--- config.mk ---
export PLATFORM = sky130hd
export DESIGN_NAME = xb_read_stream_src
export DESIGN_NICKNAME = d
export VERILOG_FILES = /design/src/rtl/xb_stream_pkg.sv /design/src/rtl/xb_sync_fifo.sv /design/src/rtl/xb_read_stream_src.sv
export SDC_FILE = /design/constraint.sdc
export NUM_CORES = 1
export LEC_CHECK = 0
export BUFFER_PORTS_ARGS = -buffer_cell sky130_fd_sc_hd__clkbuf_2
export CORE_UTILIZATION = 61
export DETAILED_ROUTE_END_ITERATION = 7
export PLACE_DENSITY_LB_ADDON = 0.1
export SETUP_SLACK_MARGIN = 0.05
export SKIP_LAST_GASP = 1
export SLEW_MARGIN = 30
export SYNTH_ARGS = -nofsm -noshare
export SYNTH_HDL_FRONTEND = slang
export SYNTH_HIERARCHICAL = 1
export SYNTH_SLANG_ARGS = --single-unit
--- constraint.sdc ---
create_clock -name bus_clk -period 5.1 [get_ports bus_clk]
set_input_delay 0.51 -clock bus_clk [delete_from_list [all_inputs] [get_ports bus_clk]]
set_output_delay 0.51 -clock bus_clk [all_outputs]
set_load 0.02 [all_outputs]
--- src/rtl/xb_stream_pkg.sv ---
// Shared types and defaults for the Xillybus read-stream source.
// Build option: XB_READ_STREAM_DROP_CNT_EN adds the drop_cnt output to the top.
package xb_stream_pkg;

    typedef enum logic [1:0] {
        CLOSED = 2'd0,
        STREAM = 2'd1,
        DRAIN  = 2'd2,
        EOF    = 2'd3
    } xb_state_e;

    localparam int XB_DATA_W       = 32;
    localparam int XB_DEPTH_LOG2   = 4;
    localparam int XB_AFULL_MARGIN = 2;

endpackage

--- src/rtl/xb_sync_fifo.sv ---
// Single-clock FIFO with a registered (non-FWFT) read port and a synchronous flush.
module xb_sync_fifo
    import xb_stream_pkg::*;
#(
    parameter int DEPTH_LOG2   = XB_DEPTH_LOG2,
    parameter int DATA_W       = XB_DATA_W,
    parameter int AFULL_MARGIN = XB_AFULL_MARGIN
) (
    input  logic              clk,
    input  logic              rst,
    input  logic              i_flush,
    input  logic              i_wr_en,
    input  logic [DATA_W-1:0] i_wr_data,
    input  logic              i_rd_en,
    output logic [DATA_W-1:0] o_rd_data,
    output logic              o_full,
    output logic              o_afull,
    output logic              o_empty
);

    localparam int DEPTH = 1 << DEPTH_LOG2;
    localparam logic [DEPTH_LOG2:0] DEPTH_C  = {1'b1, {DEPTH_LOG2{1'b0}}};
    localparam logic [DEPTH_LOG2:0] MARGIN_C = (DEPTH_LOG2+1)'(AFULL_MARGIN);

    logic [DATA_W-1:0]     r_mem [DEPTH];
    logic [DEPTH_LOG2-1:0] r_wptr;
    logic [DEPTH_LOG2-1:0] r_rptr;
    logic [DEPTH_LOG2:0]   r_count;
    logic [DATA_W-1:0]     r_rd_data;
    logic [DEPTH_LOG2:0]   w_free;
    logic                  w_wr;
    logic                  w_rd;

    // Flags come straight from the registered count, so a same-cycle read never frees a slot.
    assign o_full    = (r_count == DEPTH_C);
    assign o_empty   = (r_count == '0);
    assign w_free    = DEPTH_C - r_count;
    assign o_afull   = (w_free <= MARGIN_C);
    assign o_rd_data = r_rd_data;

    assign w_wr = i_wr_en && !o_full  && !i_flush;
    assign w_rd = i_rd_en && !o_empty && !i_flush;

    always_ff @(posedge clk) begin
        if (w_wr) begin
            r_mem[r_wptr] <= i_wr_data;
        end
    end

    always_ff @(posedge clk or posedge rst) begin
        if (rst) begin
            r_wptr    <= '0;
            r_rptr    <= '0;
            r_count   <= '0;
            r_rd_data <= '0;
        end else if (i_flush) begin
            r_wptr  <= '0;
            r_rptr  <= '0;
            r_count <= '0;
        end else begin
            if (w_wr) begin
                r_wptr <= r_wptr + 1'b1;
            end
            if (w_rd) begin
                r_rptr    <= r_rptr + 1'b1;
                r_rd_data <= r_mem[r_rptr];
            end
            case ({w_wr, w_rd})
                2'b10:   r_count <= r_count + 1'b1;
                2'b01:   r_count <= r_count - 1'b1;
                default: r_count <= r_count;
            endcase
        end
    end

endmodule

--- src/rtl/xb_read_stream_src.sv ---
// Producer-side source for one Xillybus read pipe: open/close gating, drain and EOF.
// Build option: XB_READ_STREAM_DROP_CNT_EN adds a saturating drop_cnt output.
module xb_read_stream_src
    import xb_stream_pkg::*;
#(
    parameter int DEPTH_LOG2   = XB_DEPTH_LOG2,
    parameter int DATA_W       = XB_DATA_W,
    parameter int AFULL_MARGIN = XB_AFULL_MARGIN
) (
    input  logic              bus_clk,
    input  logic              bus_rst,
    input  logic              smp_valid,
    input  logic [DATA_W-1:0] smp_data,
    input  logic              smp_last,
    output logic              smp_full,
    output logic              smp_afull,
    output logic              smp_drop,
`ifdef XB_READ_STREAM_DROP_CNT_EN
    output logic [15:0]       drop_cnt,
`endif
    input  logic              xb_open,
    input  logic              xb_rden,
    output logic [DATA_W-1:0] xb_data,
    output logic              xb_empty,
    output logic              xb_eof
);

    xb_state_e r_state;
    xb_state_e w_state_nxt;
    logic      r_drop;
    logic      w_live;
    logic      w_fifo_empty;
    logic      w_rd;
    logic      w_wr;
    logic      w_flush;

    assign w_live   = (r_state == STREAM) || (r_state == DRAIN);
    assign xb_empty = w_fifo_empty || !w_live;
    assign xb_eof   = (r_state == EOF);
    assign w_rd     = xb_rden && !xb_empty;
    assign w_wr     = smp_valid && !smp_full && (r_state == STREAM);
    // CLOSED keeps the FIFO flushed, so a close discards everything one cycle after open falls.
    assign w_flush  = (r_state == CLOSED);
    assign smp_drop = r_drop;

    xb_sync_fifo #(
        .DEPTH_LOG2   (DEPTH_LOG2),
        .DATA_W       (DATA_W),
        .AFULL_MARGIN (AFULL_MARGIN)
    ) u_fifo (
        .clk       (bus_clk),
        .rst       (bus_rst),
        .i_flush   (w_flush),
        .i_wr_en   (w_wr),
        .i_wr_data (smp_data),
        .i_rd_en   (w_rd),
        .o_rd_data (xb_data),
        .o_full    (smp_full),
        .o_afull   (smp_afull),
        .o_empty   (w_fifo_empty)
    );

    always_ff @(posedge bus_clk or posedge bus_rst) begin
        if (bus_rst) begin
            r_state <= CLOSED;
            r_drop  <= 1'b0;
        end else begin
            r_state <= w_state_nxt;
            r_drop  <= smp_valid && !w_wr;
        end
    end

    always_comb begin
        w_state_nxt = r_state;
        case (r_state)
            CLOSED: if (xb_open) w_state_nxt = STREAM;
            STREAM: begin
                if (!xb_open)                w_state_nxt = CLOSED;
                else if (w_wr && smp_last)   w_state_nxt = DRAIN;
            end
            DRAIN: begin
                if (!xb_open)                w_state_nxt = CLOSED;
                else if (w_fifo_empty && !w_rd) w_state_nxt = EOF;
            end
            EOF:    if (!xb_open) w_state_nxt = CLOSED;
            default: w_state_nxt = CLOSED;
        endcase
    end

`ifdef XB_READ_STREAM_DROP_CNT_EN
    logic [15:0] r_drop_cnt;

    always_ff @(posedge bus_clk or posedge bus_rst) begin
        if (bus_rst) begin
            r_drop_cnt <= '0;
        end else if ((r_state == CLOSED) && xb_open) begin
            r_drop_cnt <= '0;
        end else if (r_drop && (r_drop_cnt != 16'hFFFF)) begin
            r_drop_cnt <= r_drop_cnt + 16'd1;
        end
    end

    assign drop_cnt = r_drop_cnt;
`endif

endmodule

==> flow_summary.toml <==
[logic_synthesis]
synth-seq-cells = 560
synthDistinctLibCells = 39
synth_fa_ha_area_share_pct = 0.865
synth_compound_area_share_pct = 2.12
syn_avg_cell_area_um2 = 21.6
synth_top_family_by_area = "multiplexers"
muxShareOfSynthArea_pct = 16.5
synth_ff_type = "edfxtp_1"
synthesis.nets = 1057
yosysSeqAreaShare_pct = 76.4
synth-edff-count = 512
synthArstFlopShare_pct = 8.57
synthSimpleGateAreaFrac_pct = 2.23
yosysWarningCount = 6
synthCells = 1004
synth_area_um2 = 21700
yosys.area_share.xor_xnor_pct = 0.444

[sta]
fin_crit_ns = 3.73
setup_viol = 0
fmax_mhz = 268
setup_tns_ns = 0
slew-limit-headroom_pct = 44.1
fin_worst_skew_ns = 0.0155
hold_violations = 0
layout_setup_ws_ns = 1.37
rsz0062_at_grt = "false"
tightest_slew_ns = 0.836
slew_viol_final = 0
period_share_pct = 73.1

[setup_path]
cp.arrival_ns = 4.19
crit_fanout = 7
required_ns = 5.56
critPathKind = "reg2reg"
endpoint_kind = "register"
cp-start-kind = "register"

[run_status]
status = "finished, final reports clean"

[power_and_ir_drop]
power_density_nw_per_um2 = 463
leakage_nw = 7.85
ir_worst_vdd_mv = 0.366
p_total_mw = 11.4

[routing]
postRouteAntennaNets = 0
vias_per_cell = 6.39
wl_per_cell_um = 27.5
drt-total-wl_um = 44200
vias = 10300
firstDrtPassIters = 5
drcViolationCount = 0
drtIter0Drc = 855

[global_routing]
grtUsageTotal_pct = 25.5
antenna_found_initial = 0
grt_overflow = 0
grt_pass1_wl_um = 66000
grt_max_degree = 65
grt_pass1_vias = 10200

[flow_run]
drv_cap = 0

[cts]
cts_tree = "done"
cts.sinks = 560
clk_latency_ns = 0.59
cts_buffer_depth = 3
clock_tree.htree_level_count = 2
path_clk_slew_ns = 0.06
hold_buffers = 1
cts_setup_buffers = 0
cts_root_buf = "clkbuf_16"
numCtsBuffers = 54
ctsResizeCount = 0

[die]
chipHeight_um = 191
dieArea_um2 = 36300
fp-row-count = 68
core_area_um2 = 34800
pin_count = 75
fp.dieW_um = 191
initial_utilization_pct = 62.4

[place]
port_buffers = 74
dpl.hpwl_um = 26500
dp.cells = 1507
gp_congestion = 0.780
post-place-ws_ns = 1.41

[layout]
antennaDiodeCount = 0
area_growth_pct = 13.6
num-fill-cells = 2055
layout-drive-gt1-share_pct = 32.3
fin_cells = 1610
final_common_cell = "edfxtp_1"
regArea_um2 = 16600
multiInputGateArea_um2 = 4930
final_cell_mix = "512 x edfxtp_1, 128 x mux4_2, 74 x clkbuf_2, 55 x clkbuf_16, 44 x dfrtp_1"
final_nets = 1163

[min_path]
hold_path_class = "in2reg"
-- state kept, by name, indices dropped and copies added, names as in the netlist --
| register | cells |
|---|---|
| u_fifo/r_rptr | 4 |
| u_fifo/r_wptr | 4 |
| u_fifo/o_rd_data | 32 |
| u_fifo/r_mem | 512 |
| r_state | 2 |
| u_fifo/r_count | 5 |
| smp_drop | 1 |
-- power by group --
part | switching [mW] | internal [mW] | total, mW
Sequential | 0.175 | 5.26 | 5.43
Clock | 1.64 | 2.40 | 4.05
Combinational | 1.05 | 0.883 | 1.93
Total | 2.87 | 8.54 | 11.4
-- area by class of cell --
type                       instances  share of cell area (%)
sequential                       560                    67.3
clock buffer                      64                    5.80
clock inverter                    37                    1.57
multi-input combinational        374                    20.0
inverter                          16                   0.244
tap                              455                    2.31
timing repair buffer             104                    2.76
-- logic make-up after synthesis --
logic type               after synthesis
adder cells (fa/ha/maj)               15
XOR/XNOR                              11
buffers and inverters                 70
AO/OA/AOI/OAI                         52
AND/OR/NAND/NOR                      102
flip-flops                           560
multiplexers                         194
-- worst max-delay path: stages, from the launching register on --
cell and delay (ns):
dfrtp_1 0.44, inv_1 0.12, ha_1 0.22, nor3b_1 0.16, ha_1 0.25, nand2b_1 0.17, nor2_1 0.17, nor3b_1 0.56
nand2_1 0.19, inv_1 0.16, xnor2_1 0.14, ha_1 0.22, nor2_1 0.06, nor3_1 0.14, o221ai_1 0.18, a221oi_1 0.30
o31ai_1 0.11
-- metrics by stage --
stage,utilization [%],cell area [µm²],hold WS [ns]
final,70.8,24700,0.213
after global routing,70.8,24700,0.207
after CTS,70.8,24600,0.187
after detailed placement,65.5,22800,0.384
after global placement,65.5,22800,0.382
after floorplan,-,21700,0.264
-- path summary, 6_finish.rpt --
check / from / end / slack [ns] / cells past startpoint
worst max-delay path: u_fifo/r_count[1]$_DFFE_PP0P_ / u_fifo/r_count[4]$_DFFE_PP0P_ / 1.37 / 16
worst min-delay path: smp_valid / smp_drop$_DFF_PP0_ / 0.21 / 2
worst max register to register: u_fifo/r_count[1]$_DFFE_PP0P_ / u_fifo/r_count[4]$_DFFE_PP0P_ / 1.37 / 16
min in group asynchronous: bus_rst / smp_drop$_DFF_PP0_ / 0.35 / 3
worst min register to register: u_fifo/o_rd_data[10]$_DFFE_PP0P_ / u_fifo/o_rd_data[10]$_DFFE_PP0P_ / 0.51 / 1
max in group asynchronous: bus_rst / u_fifo/r_rptr[2]$_DFFE_PP0P_ / 3.83 / 4
-- routing by layer --
| metal | wire length (µm) | vias up | GRT usage, % |
|---|---|---|---|
| met5 | 0 | - | 0 |
| met4 | 781 | 0 | 7.08 |
| met3 | 3740 | 59 | 4.88 |
| met2 | 19900 | 410 | 36.1 |
| met1 | 19800 | 5438 | 41.2 |
| li1 | - | 4379 | - |
-- synthesized netlist by cell type (all sizes together), types with 3 or more instances --
cell type    n  area (µm²)
a21oi        6        30.0
a221o       32         320
a31oi        3        25.0
buf         24         144
clkbuf      30         113
dfrtp       48        1200
edfxtp     512       15400
ha          15         188
inv         16        60.1
mux2        32         360
mux2i       34         340
mux4       128        2880
nand2       14        52.6
nand2b       4        25.0
nor2        33         124
nor3        34         170
xnor2        6        52.6
xor2         5        43.8
(Power assumes the default switching activity.)
